`config.mk`:
```
export PLATFORM = sky130hd
export DESIGN_NAME = iterative_alu
export DESIGN_NICKNAME = d
export VERILOG_FILES = /design/src/rtl/iterative_alu.sv
export SDC_FILE = /design/constraint.sdc
export NUM_CORES = 1
export LEC_CHECK = 0
export CELL_PAD_IN_SITES_DETAIL_PLACEMENT = 1
export CELL_PAD_IN_SITES_GLOBAL_PLACEMENT = 1
export CORE_ASPECT_RATIO = 1.4
export CORE_MARGIN = 5
export CORE_UTILIZATION = 45
export CTS_CLUSTER_SIZE = 30
export DETAILED_ROUTE_END_ITERATION = 6
export PLACE_DENSITY = 0.88
export SETUP_SLACK_MARGIN = 0.1
export SYNTH_ARGS = -nofsm -noshare
export SYNTH_HDL_FRONTEND = slang
export SYNTH_SLANG_ARGS = --single-unit
export TNS_END_PERCENT = 1
```
`constraint.sdc`:
```
create_clock -name clk -period 5.66 [get_ports clk]
set_input_delay 1.132 -clock clk [delete_from_list [all_inputs] [get_ports clk]]
set_output_delay 1.132 -clock clk [all_outputs]
set_load 0.05 [all_outputs]
```
`src/rtl/iterative_alu.sv`:
```
// iterative_alu: single-cycle ALU ops plus iterative mult/div into HI/LO with start/busy/done handshake
module iterative_alu #(
  parameter int WIDTH   = 32,
  parameter int SHAMT_W = $clog2(WIDTH)
) (
  input  logic             clk,
  input  logic             rst,
  input  logic             start,
  input  logic [3:0]       operation,
  input  logic [WIDTH-1:0] inputA,
  input  logic [WIDTH-1:0] inputB,
  output logic [WIDTH-1:0] result,
  output logic [WIDTH-1:0] hi,
  output logic [WIDTH-1:0] lo,
  output logic             busy,
  output logic             done,
  output logic             overflow,
  output logic             div_zero
);
  localparam int CW  = $clog2(WIDTH);
  localparam int MSB = WIDTH - 1;
  typedef enum logic [1:0] {IDLE, RUN, FIX} state_t;
  state_t                 state_q, state_d;
  logic [CW-1:0]          cnt_q, cnt_d;
  logic [2*WIDTH-1:0]     p_q, p_d;
  logic [WIDTH-1:0]       m_q, m_d;
  logic [3:0]             op_q, op_d;
  logic                   neg_q, neg_d, sa_q, sa_d, dz_q, dz_d;
  logic [WIDTH-1:0]       res_q, res_d, hi_q, hi_d, lo_q, lo_d;
  logic                   ovf_q, ovf_d, divz_q, divz_d, done_q, done_d;
  logic [SHAMT_W-1:0]     sh;
  logic [WIDTH-1:0]       sum, dif, f, mag_a, mag_b, quo, rem;
  logic                   ovf_add, ovf_sub, sgn, sign_a, sign_b;
  logic [WIDTH:0]         msum, rsh, rdiff;
  logic [2*WIDTH-1:0]     pm, pd, prod;
  assign sh      = inputA[SHAMT_W-1:0];
  assign sum     = inputA + inputB;
  assign dif     = inputA - inputB;
  assign ovf_add = (inputA[MSB] == inputB[MSB]) && (sum[MSB] != inputA[MSB]);
  assign ovf_sub = (inputA[MSB] != inputB[MSB]) && (dif[MSB] != inputA[MSB]);
  assign f = (operation == 4'd0 || operation == 4'd1) ? sum :
             (operation == 4'd2 || operation == 4'd3) ? dif :
             (operation == 4'd4)  ? (inputA & inputB) :
             (operation == 4'd5)  ? (inputA | inputB) :
             (operation == 4'd6)  ? (inputA ^ inputB) :
             (operation == 4'd7)  ? ~(inputA | inputB) :
             (operation == 4'd8)  ? (inputB << sh) :
             (operation == 4'd9)  ? (inputB >> sh) :
             (operation == 4'd10) ? WIDTH'($signed(inputB) >>> sh) :
             {inputB[WIDTH/2-1:0], {(WIDTH/2){1'b0}}};
  // signed variants have operation[0]=0 (MULT, DIV)
  assign sgn    = ~operation[0];
  assign sign_a = sgn & inputA[MSB];
  assign sign_b = sgn & inputB[MSB];
  assign mag_a  = sign_a ? -inputA : inputA;
  assign mag_b  = sign_b ? -inputB : inputB;
  // shift-add step: add multiplicand into the upper half, shift the pair right
  assign msum  = {1'b0, p_q[2*WIDTH-1:WIDTH]} + {1'b0, (p_q[0] ? m_q : {WIDTH{1'b0}})};
  assign pm    = {msum, p_q[WIDTH-1:1]};
  // restoring step: upper half is the partial remainder, lower half shifts in quotient bits
  assign rsh   = p_q[2*WIDTH-1:WIDTH-1];
  assign rdiff = rsh - {1'b0, m_q};
  assign pd    = rdiff[WIDTH] ? {rsh[WIDTH-1:0], p_q[WIDTH-2:0], 1'b0}
                              : {rdiff[WIDTH-1:0], p_q[WIDTH-2:0], 1'b1};
  assign prod  = neg_q ? -p_q : p_q;
  assign quo   = neg_q ? -p_q[WIDTH-1:0] : p_q[WIDTH-1:0];
  assign rem   = sa_q ? -p_q[2*WIDTH-1:WIDTH] : p_q[2*WIDTH-1:WIDTH];
  always_comb begin
    state_d = state_q;
    cnt_d   = cnt_q;
    p_d     = p_q;
    m_d     = m_q;
    op_d    = op_q;
    neg_d   = neg_q;
    sa_d    = sa_q;
    dz_d    = dz_q;
    res_d   = res_q;
    hi_d    = hi_q;
    lo_d    = lo_q;
    ovf_d   = ovf_q;
    divz_d  = divz_q;
    done_d  = 1'b0;
    unique case (state_q)
      IDLE: if (start) begin
        if (operation[3:2] == 2'b11) begin
          op_d    = operation;
          neg_d   = sign_a ^ sign_b;
          sa_d    = sign_a;
          dz_d    = operation[1] && (inputB == '0);
          // a zero divisor keeps the raw dividend so FIX can return it in hi
          p_d     = {{WIDTH{1'b0}}, ((operation[1] && inputB == '0) ? inputA : mag_a)};
          m_d     = mag_b;
          cnt_d   = '0;
          state_d = RUN;
        end else begin
          res_d  = f;
          ovf_d  = (operation == 4'd0) ? ovf_add : (operation == 4'd2) ? ovf_sub : 1'b0;
          done_d = 1'b1;
        end
      end
      RUN: begin
        p_d     = op_q[1] ? (dz_q ? p_q : pd) : pm;
        cnt_d   = cnt_q + 1'b1;
        state_d = (cnt_q == CW'(WIDTH - 1)) ? FIX : RUN;
      end
      FIX: begin
        hi_d    = !op_q[1] ? prod[2*WIDTH-1:WIDTH] : dz_q ? p_q[WIDTH-1:0] : rem;
        lo_d    = !op_q[1] ? prod[WIDTH-1:0] : dz_q ? {WIDTH{1'b1}} : quo;
        divz_d  = op_q[1] ? dz_q : divz_q;
        done_d  = 1'b1;
        state_d = IDLE;
      end
      default: state_d = IDLE;
    endcase
  end
  always_ff @(posedge clk) begin
    if (rst) begin
      state_q <= IDLE;
      cnt_q   <= '0;
      p_q     <= '0;
      m_q     <= '0;
      op_q    <= '0;
      neg_q   <= 1'b0;
      sa_q    <= 1'b0;
      dz_q    <= 1'b0;
      res_q   <= '0;
      hi_q    <= '0;
      lo_q    <= '0;
      ovf_q   <= 1'b0;
      divz_q  <= 1'b0;
      done_q  <= 1'b0;
    end else begin
      state_q <= state_d;
      cnt_q   <= cnt_d;
      p_q     <= p_d;
      m_q     <= m_d;
      op_q    <= op_d;
      neg_q   <= neg_d;
      sa_q    <= sa_d;
      dz_q    <= dz_d;
      res_q   <= res_d;
      hi_q    <= hi_d;
      lo_q    <= lo_d;
      ovf_q   <= ovf_d;
      divz_q  <= divz_d;
      done_q  <= done_d;
    end
  end
  assign result   = res_q;
  assign hi       = hi_q;
  assign lo       = lo_q;
  assign busy     = (state_q != IDLE);
  assign done     = done_q;
  assign overflow = ovf_q;
  assign div_zero = divz_q;
endmodule

```
==> impl_metrics.env, run 1 <==
export IMPL_final_seq_area_um2=4130
export IMPL_mappedNetlistNets=3713
export IMPL_clockRootBuffer="clkbuf_16"
export IMPL_synth_warning_count=0
export IMPL_syn_area_per_cell_um2=7.09
export IMPL_drv_slew=0
export IMPL_power_leakage_nw=11.0
export IMPL_swShare_pct=40.4
export IMPL_cts_buffer_depth=3
export IMPL_cts_sink_count=206
export IMPL_final_net_count=3789
export IMPL_clk_pin_slew_worst_paths_ns=0.06
export IMPL_cp_data_required_time_ns=6.16
export IMPL_vdd_ir_drop_worst_v=0.000213
export IMPL_cts_buffers_inserted=25
export IMPL_maxCapViolCount=0
export IMPL_worst_r2r_startpoint="p_q[31]"
export IMPL_startpoint_class="input pin"
export IMPL_worstSkewPairLatency_ns=0.59
export IMPL_finalSetupViolations=0
export IMPL_dr_pass1_iters=5
export IMPL_dp_hpwl_um=96600
export IMPL_totalNegativeSetupSlack_ns=0
export IMPL_fillers=6892
export IMPL_critical_path_reg2reg_endpoint="p_q[58]"
export IMPL_arrival_worst_endpoint_ns=5.29
export IMPL_crit_path_max_fanout=24
export IMPL_min_path_cells=2
export IMPL_cts_tree="built"
export IMPL_remaining_drc_errors=0
export IMPL_global_route_usage_total_pct=40.4
export IMPL_grt_pass1_vias=29500
export IMPL_synth_cell_area_um2=24600
export IMPL_timing_critical_path_cells="clkdlybuf4s50_1 > inv_1 > ha_1 > or3b_2 > or4_1 > nor3_1 > nand4_1 > nand4b_1 > nor4b_1 > buf_4 > nor3_2 > buf_4 > o31ai_1 > xnor2_1 > o211ai_1 > a21oi_1"
export IMPL_average_wire_per_standard_cell_um=29.7
export IMPL_crit_slowest_cell="or4_1"
export IMPL_die_height_um=286
export IMPL_finalCritPeriodShare_pct=84.6
export IMPL_crit_path_max_incr_delay_ns=0.52
export IMPL_power_report_internal_total_mw=3.27
export IMPL_cts_post_setup_buffers_inserted=0
export IMPL_synthTopCellsByArea="dfxtp_1 17%, ha_1 8.8%, a21oi_1 7.2%, mux2i_1 6.2%, o21ai_0 6.2%"
export IMPL_max_slew_worst_pin_slew_ns=1.21
export IMPL_route_antenna_remaining_nets=0
export IMPL_worst_min_path_start="result[20]"
export IMPL_grt_first_pass_wirelength_um=187000
export IMPL_htree_levels=1
export IMPL_cpMostUsedCell="buf_4"
export IMPL_post_synthesis_instance_total=3465
export IMPL_power_frac_seq_pct=28.9
export IMPL_ctsHoldBuffers=0
export IMPL_power_clock_fraction_pct=33.0
export IMPL_number_of_enable_type_register_cells_in_the_synthesized_netlist=0
export IMPL_port_buffer_count=170
export IMPL_yosys_cell_types_count=82
export IMPL_synth_seq_area_share_pct=16.8
export IMPL_yosysTopAreaCellShare_pct=16.8
export IMPL_hp_class="flop to flop"
export IMPL_grt_overflow_total=0
export IMPL_rsz0062_at_grt="no"
export IMPL_ratio_of_cells_with_drive_above_1_in_the_final_layout_pct=8.94
export IMPL_timing_final_ws_setup_ns=0.871
export IMPL_cp_top_family="simple AND/OR/NAND/NOR gates"
export IMPL_placed_cell_area_um2=27400
export IMPL_final_core_util_pct=52.2
export IMPL_setup_worst_path_end_class="flop"
export IMPL_count_of_buffer_and_inverter_cells_on_the_critical_path=4
export IMPL_syn2layout_area_growth_pct=15.2
export IMPL_totalWireLength_um=127000
export IMPL_run_status="completed"
export IMPL_max_slew_margin_pct=19.5
export IMPL_max_freq_mhz=209
export IMPL_p_per_area_nw_per_um2=194
export IMPL_synth_most_common_cell="nand2_1"
export IMPL_synth_largest_area_cell="dfxtp_1"
export IMPL_grt_max_degree=94
export IMPL_floorplan_die_area_um2=59400
export IMPL_grt_antenna_before_repair=7
export IMPL_core_region_area_um2=54200
export IMPL_fin_skew_ns=0.0325
export IMPL_r2r_cells=15
export IMPL_cts_resized=0
export IMPL_finalHoldViolations=0
export IMPL_async_sr_flop_fraction_pct=0
export IMPL_stdcell_area_um2=28300
export IMPL_post_route_min_period_ns=4.79
export IMPL_power_switching_mw=2.22
export IMPL_whs_endpoint="result[20]"
export IMPL_area_taken_by_multi_input_logic_gates_um2=18800
export IMPL_synth_commonest_cells="372 x nand2_1, 351 x a21oi_1, 337 x nor2_1"
export IMPL_start_util_pct=45.3
export IMPL_ys_ff_latch=206
export IMPL_ys_flop_type="dfxtp_1"
export IMPL_power_frac_comb_pct=38.1
export IMPL_placement_rows=101
export IMPL_final_wtd_congestion=1.08
export IMPL_io_pins=171
export IMPL_routed_via_density=6.77
export IMPL_initialDrtViolationCount=2734
export IMPL_critPathKind="input pin to flop"
export IMPL_die_width_um=207
export IMPL_pre_cts_ws_ns=0.372
export IMPL_worst_r2r_setup_slack_ns=0.89
export IMPL_total_number_of_vias=29000
state kept, by name, summed over array words and instances (netlist names):
| register | cells |
|---|---|
| cnt_q | 5 |
| op_q | 1 |
| div_zero | 1 |
| neg_q | 1 |
| sa_q | 1 |
| dz_q | 1 |
| hi | 32 |
| p_q | 64 |
| overflow | 1 |
| result | 32 |
| lo | 32 |
| state_q | 2 |
| done | 1 |
| m_q | 32 |
per-stage QoR:
step	std cells	power (mW)	hold slack [ns]
4_1_cts	4279	5.40	0.454
2_1_floorplan	3465	2.85	0.432
3_3_place_gp	4234	3.58	0.439
5_1_grt	4283	5.65	0.481
3_5_place_dp	4234	3.61	0.445
6_report	4286	5.48	0.456
logic make-up (layout without fill, tap and decap cells):
| group | count (synthesis) | after routing | synth area share, % |
|---|---|---|---|
| buffers and inverters | 451 | 545 | 6.98 |
| other | 0 | 6 | 0 |
| and+or+nand+nor | 994 | 994 | 18.0 |
| AOI/OAI and AO/OA | 1212 | 1212 | 31.1 |
| DFF | 206 | 206 | 16.8 |
| muxes | 199 | 199 | 9.96 |
| adders and majority gates | 177 | 177 | 9.14 |
| xor gates and xnor gates | 226 | 226 | 8.06 |
power by group through the flow:
stage                     combinational (mW)  sequential [mW]  clock, mW
after floorplan                         1.21             1.63          0
after global placement                  1.97             1.61          0
after detailed placement                2.00             1.61          0
after CTS                               2.02             1.58       1.80
after global routing                    2.19             1.59       1.87
final                                   2.09             1.59       1.81
layout make-up:
cell class                 count  share of cell area (%)
timing repair buffer         343                    10.6
sequential                   206                    14.6
multi-input combinational   2808                    66.4
antenna                        6                  0.0531
tap                          721                    3.19
clock inverter                13                   0.708
clock buffer                  32                    2.41
inverter                     157                    2.08
worst max path at each step:
stage               slack [ns]         end       from  cells after the start
floorplan                 0.34  result[30]  inputA[0]                     18
global placement          0.50  result[30]  inputB[2]                     16
detailed placement        0.37  result[30]  inputB[0]                     17
CTS                       0.93     p_q[58]    p_q[31]                     15
global route              0.58  result[30]  inputB[0]                     17
finish                    0.87     p_q[14]  inputB[0]                     16
cells in the final DEF, fill, tap and decap left out, types with 15 or more instances in the layout:
| cell | n |
|---|---|
| ha_1 | 173 |
| xnor2_1 | 169 |
| dfxtp_1 | 203 |
| inv_1 | 153 |
| xor2_1 | 56 |
| nand3_1 | 45 |
| mux2i_1 | 152 |
| o21a_1 | 22 |
| a22o_1 | 16 |
| o211ai_1 | 87 |
| or3_1 | 29 |
| o31ai_1 | 45 |
| nor2_1 | 334 |
| o41ai_1 | 18 |
| nand4_1 | 18 |
| nor4_1 | 19 |
| buf_4 | 172 |
| a31oi_1 | 30 |
| a221oi_1 | 15 |
| nand2_1 | 372 |
| o22ai_1 | 33 |
| mux4_2 | 35 |
| a21o_1 | 39 |
| clkbuf_16 | 25 |
| a21oi_1 | 349 |
| o21ai_0 | 304 |
| a211oi_1 | 93 |
| nand2b_1 | 35 |
| nor3_1 | 50 |
| o21bai_1 | 27 |
| clkdlybuf4s50_1 | 163 |
worst reg2reg max path, delay by kind of cell (launching register included):
kind | cells | cell delay [ns]
AOI/OAI and AO/OA | 7 | 2.02
xor gates and xnor gates | 1 | 0.16
adders and majority gates | 2 | 0.53
buffers and inverters | 2 | 0.81
DFF | 1 | 0.41
muxes | 1 | 0.42
and+or+nand+nor | 2 | 0.25
layer usage:
| layer | vias up | GRT usage (%) | routed length (µm) |
|---|---|---|---|
| met5 | - | 0 | 17 |
| met4 | 2 | 39.1 | 15500 |
| met3 | 639 | 5.98 | 9570 |
| met2 | 1674 | 68.0 | 58800 |
| met1 | 14000 | 42.9 | 43400 |
| li1 | 12700 | - | - |
Power figures use the tool's default switching activity.
==> run 2, diff against run 1 <==
--- a/config.mk
+++ b/config.mk
@@ -9,10 +9,10 @@
 export CELL_PAD_IN_SITES_GLOBAL_PLACEMENT = 1
 export CORE_ASPECT_RATIO = 1.4
 export CORE_MARGIN = 5
-export CORE_UTILIZATION = 45
+export CORE_UTILIZATION = 41
 export CTS_CLUSTER_SIZE = 30
 export DETAILED_ROUTE_END_ITERATION = 6
-export PLACE_DENSITY = 0.88
+export PLACE_DENSITY = 0.85
 export SETUP_SLACK_MARGIN = 0.1
 export SYNTH_ARGS = -nofsm -noshare
 export SYNTH_HDL_FRONTEND = slang
==> constraint.sdc (replaced) <==
create_clock -name clk -period 4.15 [get_ports clk]
set_input_delay 0.83 -clock clk [delete_from_list [all_inputs] [get_ports clk]]
set_output_delay 0.83 -clock clk [all_outputs]
set_load 0.05 [all_outputs]
==> run 2 against run 1 <==
Compared with the run above:
- utilization up 0.12 points
- die area is 9.3% higher
- worst hold slack gained 0.0025 ns
- combinational power increased by 57%
- design area rose by 10%
- critical path depth did not move
- setup slack got worse by 0.73 ns
- first-iteration DRC count up 7.5%
- sequential power up 34%
- cell count rose by 8.5%
- non-clock buffer count grew 336
==> impl_metrics.env, run 2 (synthesized netlist as in run 1, its figures left out) <==
export IMPL_core_region_area_um2=59500
export IMPL_power_leakage_nw=12.7
export IMPL_post_route_min_period_ns=4.01
export IMPL_min_path_cells=2
export IMPL_power_report_internal_total_mw=4.58
export IMPL_grt_overflow_total=0
export IMPL_remaining_drc_errors=0
export IMPL_start_util_pct=41.2
export IMPL_worst_min_path_start="hi[17]"
export IMPL_startpoint_class="input pin"
export IMPL_clockRootBuffer="clkbuf_16"
export IMPL_grt_pass1_vias=30900
export IMPL_power_frac_comb_pct=43.0
export IMPL_average_wire_per_standard_cell_um=28.2
export IMPL_htree_levels=1
export IMPL_crit_path_max_fanout=8
export IMPL_power_frac_seq_pct=27.7
export IMPL_final_net_count=4124
export IMPL_route_antenna_remaining_nets=0
export IMPL_largest_reg_by_ff_count="p_q"
export IMPL_ratio_of_cells_with_drive_above_1_in_the_final_layout_pct=17.5
export IMPL_die_width_um=217
export IMPL_finalHoldViolations=0
export IMPL_critical_path_reg2reg_endpoint="p_q[62]"
export IMPL_finalSetupViolations=0
export IMPL_fin_skew_ns=0.0547
export IMPL_timing_final_ws_setup_ns=0.141
export IMPL_crit_slowest_cell="clkdlybuf4s50_1"
export IMPL_swShare_pct=40.3
export IMPL_n_antenna_cell=0
export IMPL_final_wtd_congestion=1.07
export IMPL_post_layout_nonfiller_instances=4649
export IMPL_mostFrequentLayoutCell="buf_4"
export IMPL_vdd_ir_drop_worst_v=0.000320
export IMPL_critPathKind="input pin to flop"
export IMPL_grt_max_degree=77
export IMPL_cts_buffer_depth=3
export IMPL_max_slew_margin_pct=21.3
export IMPL_p_per_area_nw_per_um2=246
export IMPL_routed_via_density=6.43
export IMPL_fillers=7508
export IMPL_run_status="completed"
export IMPL_crit_path_max_incr_delay_ns=0.42
export IMPL_maxCapViolCount=0
export IMPL_pre_cts_ws_ns=-0.643
export IMPL_worst_r2r_startpoint="p_q[0]"
export IMPL_grt_antenna_before_repair=1
export IMPL_cp_data_required_time_ns=4.64
export IMPL_hp_class="flop to flop"
export IMPL_die_height_um=300
export IMPL_power_switching_mw=3.09
export IMPL_dp_cells=4602
export IMPL_ctsHoldBuffers=0
export IMPL_largest_register_ff_count=64
export IMPL_global_route_usage_total_pct=38.4
export IMPL_cts_buffers_inserted=24
export IMPL_drv_slew=0
export IMPL_rsz0062_at_grt="yes"
export IMPL_totalWireLength_um=131000
export IMPL_placement_rows=106
export IMPL_port_buffer_count=170
export IMPL_worstSkewPairLatency_ns=0.59
export IMPL_cts_sink_count=206
export IMPL_timing_critical_path_cells="clkdlybuf4s50_1 > buf_4 > ha_1 > inv_1 > fa_1 > nand2b_1 > a221oi_2 > o211a_1 > a221oi_4 > o31ai_2 > a211oi_2 > o21a_1 > o311ai_1 > o31ai_1 > xnor2_1 > a2111oi_2"
export IMPL_dp_hpwl_um=103000
export IMPL_arrival_worst_endpoint_ns=4.50
export IMPL_max_freq_mhz=249
export IMPL_floorplan_die_area_um2=65000
export IMPL_total_number_of_vias=29900
export IMPL_dr_pass1_iters=6
export IMPL_clk_pin_slew_worst_paths_ns=0.07
export IMPL_max_slew_worst_pin_slew_ns=1.18
export IMPL_final_core_util_pct=52.3
export IMPL_io_pins=171
export IMPL_setup_worst_path_end_class="flop"
export IMPL_whs_endpoint="hi[17]"
export IMPL_worst_r2r_setup_slack_ns=0.15
export IMPL_power_clock_fraction_pct=29.3
export IMPL_commonest_cells_after_routing_fill_and_taps_aside="493 x buf_4, 372 x nand2_1, 349 x a21oi_1"
export IMPL_grt_first_pass_wirelength_um=193000
export IMPL_cts_tree="built"
export IMPL_syn2layout_area_growth_pct=26.9
export IMPL_initialDrtViolationCount=2938
export IMPL_r2r_cells=15
export IMPL_finalCritPeriodShare_pct=96.6
-- run 2: metrics by stage --
step	cell area (µm²)	setup TNS (ns)	hold slack, ns	power [mW]
after global placement	30200	-15.84	0.442	5.27
after detailed placement	30200	-20.38	0.449	5.32
after CTS	31000	0	0.456	7.58
final	31100	0	0.458	7.67
after floorplan	24700	0	0.432	3.90
after global routing	31100	-0.0663	0.485	7.93
-- run 2: power by group through the flow --
| stage | combinational, mW | sequential [mW] | clock [mW] |
|---|---|---|---|
| floorplan | 1.67 | 2.23 | 0 |
| global placement | 3.10 | 2.16 | 0 |
| detailed placement | 3.15 | 2.17 | 0 |
| CTS | 3.19 | 2.12 | 2.27 |
| global route | 3.46 | 2.13 | 2.34 |
| finish | 3.29 | 2.13 | 2.25 |
-- run 2: critical path, delay by kind of cell --
family / cells / cell delay, ns
AO/OA/AOI/OAI: 9 / 2.26
buffers and inverters: 3 / 0.69
adder cells (fa/ha/maj): 2 / 0.40
XOR/XNOR: 1 / 0.17
AND/OR/NAND/NOR: 1 / 0.12
-- run 2: area by class of cell --
type | instances | area (µm²) | area share (%)
timing repair buffer | 679 | 5720 | 18.4
sequential | 206 | 4130 | 13.3
inverter | 157 | 604 | 1.94
clock buffer | 28 | 636 | 2.04
tap | 756 | 946 | 3.04
clock inverter | 15 | 173 | 0.554
multi-input combinational | 2808 | 18900 | 60.8
-- run 2: how the worst max path moves through the flow --
stage	from	endpoint	slack [ns]	depth (start not counted)
2_1_floorplan	inputB[1]	p_q[13]	0.08	15
3_3_place_gp	inputB[1]	result[29]	-0.58	17
3_5_place_dp	inputB[1]	result[29]	-0.64	17
4_1_cts	inputB[11]	result[30]	0.04	15
5_1_grt	inputB[0]	result[30]	-0.07	16
6_report	inputB[0]	result[30]	0.14	16
-- run 2: repair_timing --
action | CTS | global route
pin swaps | 3 | 19
buffers inserted | 1 | 3
gates resized for setup | 8 | 36
setup endpoints to repair | 14 | 66
-- run 2: per-layer routing --
| metal | global-route usage (%) | share of wire, % | up-vias |
|---|---|---|---|
| li1 | - | - | 13300 |
| met1 | 42.1 | 36 | 14600 |
| met2 | 64.4 | 46 | 1371 |
| met3 | 4.50 | 5.9 | 564 |
| met4 | 35.3 | 12 | 0 |
| met5 | 0 | 0 | - |
